$ cat config.mk
export PLATFORM = sky130hd
export DESIGN_NAME = req_compactor
export DESIGN_NICKNAME = d
export VERILOG_FILES = /design/src/rtl/req_pkg.sv /design/src/rtl/rr_grant_select.sv /design/src/rtl/req_compactor.sv
export SDC_FILE = /design/constraint.sdc
export NUM_CORES = 1
export LEC_CHECK = 0
export CAP_MARGIN = 10
export CELL_PAD_IN_SITES_DETAIL_PLACEMENT = 0
export CELL_PAD_IN_SITES_GLOBAL_PLACEMENT = 1
export CORE_UTILIZATION = 39
export DETAILED_ROUTE_END_ITERATION = 12
export DONT_BUFFER_PORTS = 1
export PLACE_DENSITY_LB_ADDON = 0.25
export SETUP_SLACK_MARGIN = 0.5
export SLEW_MARGIN = 5
export SYNTH_ARGS = -nofsm -noshare
export SYNTH_HDL_FRONTEND = slang
export SYNTH_SLANG_ARGS = --single-unit
$ cat constraint.sdc
create_clock -name clk -period 5.6 [get_ports clk]
set_input_delay 0.28 -clock clk [delete_from_list [all_inputs] [get_ports clk]]
set_output_delay 0.28 -clock clk [all_outputs]
set_load 0.005 [all_outputs]
$ cat src/rtl/req_pkg.sv
// Shared constants and helpers for the request compactor.
// Port ids are 1-based so that id 0 can mark an empty lane.
package req_pkg;

  localparam int unsigned PORT_ID_INVALID = 0;

  localparam int unsigned RR_MODE_FIXED = 0;
  localparam int unsigned RR_MODE_ROUND = 1;

  // Width of a 1-based port id, including the invalid code 0.
  function automatic int unsigned port_id_width(input int unsigned num_ports);
    return $clog2(num_ports + 1);
  endfunction

  // Width of a 0-based port index.
  function automatic int unsigned port_idx_width(input int unsigned num_ports);
    return (num_ports > 1) ? $clog2(num_ports) : 1;
  endfunction

endpackage

$ cat src/rtl/rr_grant_select.sv
// Rotated find-first-N selector: grants up to NUM_LANES valid ports starting at start_i
// and reports, per lane, which port index was packed into it.
module rr_grant_select import req_pkg::*; #(
  parameter int unsigned NUM_PORTS = 4,
  parameter int unsigned NUM_LANES = 2,
  parameter int unsigned RR_MODE   = 1,
  parameter int unsigned IDX_W     = port_idx_width(NUM_PORTS)
) (
  input  logic [NUM_PORTS-1:0]            valid_i,
  input  logic [IDX_W-1:0]                start_i,
  output logic [NUM_PORTS-1:0]            grant_o,
  output logic [NUM_LANES-1:0]            lane_valid_o,
  output logic [NUM_LANES-1:0][IDX_W-1:0] lane_idx_o,
  output logic                            any_grant_o,
  output logic [IDX_W-1:0]                last_idx_o
);

  logic [IDX_W-1:0] start;

  assign start = (RR_MODE == RR_MODE_ROUND) ? start_i : '0;

  always_comb begin
    int unsigned      cnt;
    int unsigned      pos;
    logic [IDX_W-1:0] pi;
    grant_o      = '0;
    lane_valid_o = '0;
    lane_idx_o   = '0;
    last_idx_o   = '0;
    cnt          = 0;
    pos          = 0;
    pi           = '0;
    for (int unsigned k = 0; k < NUM_PORTS; k++) begin
      pos = 32'(start) + k;
      if (pos >= NUM_PORTS) pos = pos - NUM_PORTS;
      pi = IDX_W'(pos);
      if (valid_i[pi] && (cnt < NUM_LANES)) begin
        grant_o[pi] = 1'b1;
        last_idx_o  = pi;
        // cnt is the next free lane; scan lanes so the write index stays constant
        for (int unsigned l = 0; l < NUM_LANES; l++) begin
          if (cnt == l) begin
            lane_valid_o[l] = 1'b1;
            lane_idx_o[l]   = pi;
          end
        end
        cnt = cnt + 1;
      end
    end
  end

  assign any_grant_o = |grant_o;

endmodule

$ cat src/rtl/req_compactor.sv
// Compacts up to NUM_LANES of NUM_PORTS valid requests into a single registered output stage,
// with fixed or round-robin priority and whole-stage backpressure.
module req_compactor import req_pkg::*; #(
  parameter int unsigned WIDTH     = 8,
  parameter int unsigned TAG_W     = 2,
  parameter int unsigned NUM_PORTS = 4,
  parameter int unsigned NUM_LANES = 2,
  parameter int unsigned RR_MODE   = 1,
  localparam int unsigned ID_W     = port_id_width(NUM_PORTS)
) (
  input  logic                          clk,
  input  logic                          rst_n,
  input  logic [NUM_PORTS*WIDTH-1:0]    port_in,
  input  logic [NUM_PORTS*TAG_W-1:0]    port_req_tag_in,
  input  logic [NUM_PORTS-1:0]          port_in_valid,
  output logic [NUM_PORTS-1:0]          port_ready,
  output logic [NUM_LANES*WIDTH-1:0]    lane_out,
  output logic [NUM_LANES*TAG_W-1:0]    lane_req_tag_out,
  output logic [NUM_LANES*ID_W-1:0]     lane_id,
  output logic [NUM_LANES-1:0]          lane_out_valid,
  input  logic                          lane_ready
);

  localparam int unsigned IDX_W = port_idx_width(NUM_PORTS);

  logic [WIDTH-1:0] port_data [NUM_PORTS];
  logic [TAG_W-1:0] port_tag  [NUM_PORTS];

  for (genvar i = 0; i < NUM_PORTS; i++) begin : g_unpack
    assign port_data[i] = port_in[i*WIDTH +: WIDTH];
    assign port_tag[i]  = port_req_tag_in[i*TAG_W +: TAG_W];
  end

  logic [NUM_LANES-1:0][WIDTH-1:0] lane_data_q, lane_data_d;
  logic [NUM_LANES-1:0][TAG_W-1:0] lane_tag_q, lane_tag_d;
  logic [NUM_LANES-1:0][ID_W-1:0]  lane_id_q, lane_id_d;
  logic [NUM_LANES-1:0]            lane_vld_q, lane_vld_d;
  logic [IDX_W-1:0]                rr_ptr_q, rr_ptr_d;

  logic                            full;
  logic                            accept;
  logic [NUM_PORTS-1:0]            grant;
  logic [NUM_LANES-1:0]            sel_valid;
  logic [NUM_LANES-1:0][IDX_W-1:0] sel_idx;
  logic                            any_grant;
  logic [IDX_W-1:0]                last_idx;

  assign full   = |lane_vld_q;
  assign accept = !full || lane_ready;

  rr_grant_select #(
    .NUM_PORTS (NUM_PORTS),
    .NUM_LANES (NUM_LANES),
    .RR_MODE   (RR_MODE),
    .IDX_W     (IDX_W)
  ) u_select (
    .valid_i      (port_in_valid),
    .start_i      (rr_ptr_q),
    .grant_o      (grant),
    .lane_valid_o (sel_valid),
    .lane_idx_o   (sel_idx),
    .any_grant_o  (any_grant),
    .last_idx_o   (last_idx)
  );

  // Gated by rst_n so no transfer is advertised while the stage is held in reset.
  assign port_ready = (rst_n && accept) ? grant : '0;

  always_comb begin
    lane_data_d = lane_data_q;
    lane_tag_d  = lane_tag_q;
    lane_id_d   = lane_id_q;
    lane_vld_d  = lane_vld_q;
    rr_ptr_d    = rr_ptr_q;
    if (accept) begin
      for (int unsigned l = 0; l < NUM_LANES; l++) begin
        if (sel_valid[l]) begin
          lane_data_d[l] = port_data[sel_idx[l]];
          lane_tag_d[l]  = port_tag[sel_idx[l]];
          lane_id_d[l]   = ID_W'(sel_idx[l]) + ID_W'(1);
          lane_vld_d[l]  = 1'b1;
        end else begin
          lane_data_d[l] = '0;
          lane_tag_d[l]  = '0;
          lane_id_d[l]   = ID_W'(PORT_ID_INVALID);
          lane_vld_d[l]  = 1'b0;
        end
      end
      if ((RR_MODE == RR_MODE_ROUND) && any_grant) begin
        rr_ptr_d = (last_idx == IDX_W'(NUM_PORTS - 1)) ? '0 : last_idx + IDX_W'(1);
      end
    end
  end

  always_ff @(posedge clk or negedge rst_n) begin
    if (!rst_n) begin
      lane_data_q <= '0;
      lane_tag_q  <= '0;
      lane_id_q   <= '0;
      lane_vld_q  <= '0;
      rr_ptr_q    <= '0;
    end else begin
      lane_data_q <= lane_data_d;
      lane_tag_q  <= lane_tag_d;
      lane_id_q   <= lane_id_d;
      lane_vld_q  <= lane_vld_d;
      rr_ptr_q    <= rr_ptr_d;
    end
  end

  assign lane_out         = lane_data_q;
  assign lane_req_tag_out = lane_tag_q;
  assign lane_id          = lane_id_q;
  assign lane_out_valid   = lane_vld_q;

  a_ready_needs_valid: assert property (@(posedge clk) disable iff (!rst_n)
    (port_ready & ~port_in_valid) == '0);

  a_grant_count: assert property (@(posedge clk) disable iff (!rst_n)
    $countones(grant) <= NUM_LANES);

  a_stall_holds: assert property (@(posedge clk) disable iff (!rst_n)
    (full && !lane_ready) |=> ($stable(lane_out) && $stable(lane_out_valid)
                               && $stable(lane_id)));

endmodule

==> run_results.csv <==
group,metric,value,unit
die,num_io_pins,79,
cells_and_area,layout-drive-gt1-share,0.105,
cells_and_area,syn2layout_area_growth,5.14,%
critical_path,rrSetupSlack,1.21,ns
grt,met2_usage,0.350,
cells_and_area,antennaDiodeCount,0,
synthesis,synth_edf_count,0,
critical_path,slowest_delay,0.56,ns
critical_path,crit_path_end_kind,"flop",
drt,vias_per_cell,6.45,
synthesis,ys_warn_count,0,
clock_tree,numCtsBuffers,5,
critical_path,critPathLaunchType,"flop",
clock_tree,cts_tree,"yes",
die,start_util,0.409,
synthesis,yosys-top-cells-area,"dfrtp_1, mux2i_1, ha_1, o211ai_1, nand4_1",
clock_tree,cts_root_buf,"clkbuf_8",
min_path,hold_depth,2,
timing,max_clock_freq,228,MHz
run_status,status,"complete, but fails checks",
critical_path,worstReg2RegEnd,"lane_id[1]",
placement,dpl_cell_area,2650,µm²
synthesis,synth-simple-area-share,0.133,
synthesis,syn_area,2630,µm²
drt,drtIter0Drc,147,
grt,gr-usage-met3,0.0554,
timing,fin_setup_tns,0,ns
clock_tree,htreeDepth,2,
timing,fin_crit,4.39,ns
timing,finalCritPeriodShare,0.785,
critical_path,worstSetupPathType,"reg -> reg",
min_path,hold_class,"in -> reg",
synthesis,ys_ff_latch,30,
timing,fin_hold_ws,0.210,ns
synthesis,syn_area_per_cell,8.97,µm²
synthesis,yosysTopAreaCell,"dfrtp_1",
die,die_area,7070,µm²
critical_path,cpMostUsedCell,"inv_1",
clock_tree,worstSkewPairLatency,0.28,ns
drt,first_pass_iters,9,
die,chipHeight,84.1,µm
clock_tree,cts_setup_buffers,0,
min_path,worstHoldStart,"lane_ready",
grt,grt_start_max_net_pins,31,
min_path,whs_endpoint,"lane_out_valid[1]",
grt,grt_pass1_vias,2449,
placement,dpl.hpwl,5200,µm
synthesis,synth_compound_area_frac,0.275,
clock_tree,clk_pin_slew,0.06,ns
synthesis,synth_cells,293,
timing,setup_viol,0,
synthesis,synth_top_family_by_area,"compound AO/OA/AOI/OAI gates",
grt,grt.total_usage,0.216,
grt,busiest_layer,"met2",
critical_path,slowest_stage,"dfrtp_1",
grt,grt_first_pass_wirelength,12200,µm
cells_and_area,layout.cells.non_filler,363,
grt,grt.met1_usage,0.292,
timing,maxSlewViolCount,0,
run_status,violations,"DRC",
grt,overflow,0,
die,die_x,84.1,µm
cells_and_area,nNetsFinal,347,
timing,clock_skew,0.00601,ns
timing,relSlewSlack,0.394,
die,core,6420,µm²
cells_and_area,multiInputGateArea,1620,µm²
critical_path,cp_max_fo,22,
synthesis,syn_nets,353,
synthesis,synth.mux.area_fraction,0.135,
cells_and_area,seqCellArea,751,µm²
synthesis,synth_cell_type_count,46,
cells_and_area,fill_cells,628,
timing,hold_viol_final,0,
timing,rsz0062_at_grt,"no",
drt,drc_errors,8,
drt,dr_total_vias,2341,
synthesis,seq_area_frac_synth,0.286,
synthesis,synth_top_area_share,0.286,
drt,routedWlPerCell,20.3,µm
synthesis,synth_xor_area_frac,0.00667,
synthesis,synthAdderAreaFrac,0.0619,
drt,routed_wl,7350,µm
critical_path,crit_chain,"inv_1 > ha_1 > mux4_2 > inv_1 > ha_1 > inv_1 > a31oi_1 > a311oi_1 > o31ai_2 > buf_4 > and3_4 > inv_1 > ha_1 > a22o_1",
placement,routabilityCongestion,0.881,
die,fp-row-count,29,
timing,worst_pin_slew,0.909,ns
critical_path,cp.required,5.76,ns
run,max_cap_viol_count,0,
synthesis,ys.flop_type,"dfrtp_1",
cells_and_area,design_area,2760,µm²
critical_path,r2r_cells,14,
drt,antenna_left,0,
grt,grt_antenna_before_repair,0,
placement,placed_cells,355,
clock_tree,clkSinkCount,30,
clock_tree,clockBufferDepth,2,
critical_path,reg2reg_from,"rr_ptr_q[1]",
critical_path,worstPathArrival,4.56,ns
synthesis,async_reset_ff_frac,1.00,
placement,port_buffers,0,
## routing by layer
layer,share of wire,wire length (µm)
met1,0.45,3340
met2,0.47,3470
met3,0.070,516
met4,0.0033,24
met5,0,0
## what timing repair did
action,4_1_cts,5_1_grt
gates resized for setup,0,0
endpoints found under the setup margin,0,0
hold endpoints to repair,30,0
hold buffers,2,0
## through the flow
stage                     utilization  setup slack (ns)
after CTS                       0.430              1.22
after global routing            0.430             0.807
final                           0.430              1.21
after floorplan                     -              1.62
after global placement          0.413              1.27
after detailed placement        0.413              1.25
## worst max-delay path by stage
stage                      startpoint    endpoint  slack, ns
final                     rr_ptr_q[1]  lane_id[1]       1.21
after global routing      rr_ptr_q[1]  lane_id[4]       0.81
after CTS                 rr_ptr_q[1]  lane_id[1]       1.22
after floorplan           rr_ptr_q[0]  lane_id[4]       1.62
after global placement    rr_ptr_q[1]  lane_id[1]       1.27
after detailed placement  rr_ptr_q[1]  lane_id[1]       1.25
## layout by cell type (no fill, tap or decap), types with 9 or more instances in the layout
master,count
inv_1,32
dfrtp_1,30
nand2_1,27
mux2i_1,25
nand4_1,20
o211ai_1,20
ha_1,13
o221ai_1,12
a21oi_1,10
a32o_1,10
buf_4,9
## kinds of logic (layout without fill, tap and decap cells)
family	count (synthesis)	in the layout
flops	30	30
mux	32	32
buf+inv	56	49
compound gates	90	90
simple gates	70	70
xor+xnor	2	2
fa+ha+maj	13	13
## cell type report
cell class / count / share of cell area
clock buffer: 6 / 0.0299
inverter: 32 / 0.0435
sequential: 30 / 0.272
multi-input combinational: 207 / 0.585
tap: 77 / 0.0349
timing repair buffer: 11 / 0.0353
## flip-flops by register name, summed over array words and instances (netlist names)
name,count
lane_out,16
lane_req_tag_out,4
rr_ptr_q,2
lane_id,6
lane_out_valid,2
## cells in the mapped netlist (7+ instances only)
library cell  count
inv_1            32
a32o_1           10
dfrtp_1          30
nand2_1          27
a21oi_1          10
buf_2             9
clkbuf_1          8
mux2i_1          25
o211ai_1         20
nor2_1            7
nand4_1          20
o221ai_1         12
ha_1             13
## critical path, delay by kind of cell (launching register included)
family	cells	cell delay [ns]
buffers and inverters	5	0.74
AOI/OAI and AO/OA	4	1.19
adders and majority gates	3	0.90
DFF	1	0.56
and+or+nand+nor	1	0.38
muxes	1	0.48
Power is not shown: default switching activity piles up to over one toggle a cycle in this logic, so the estimate is an artifact.
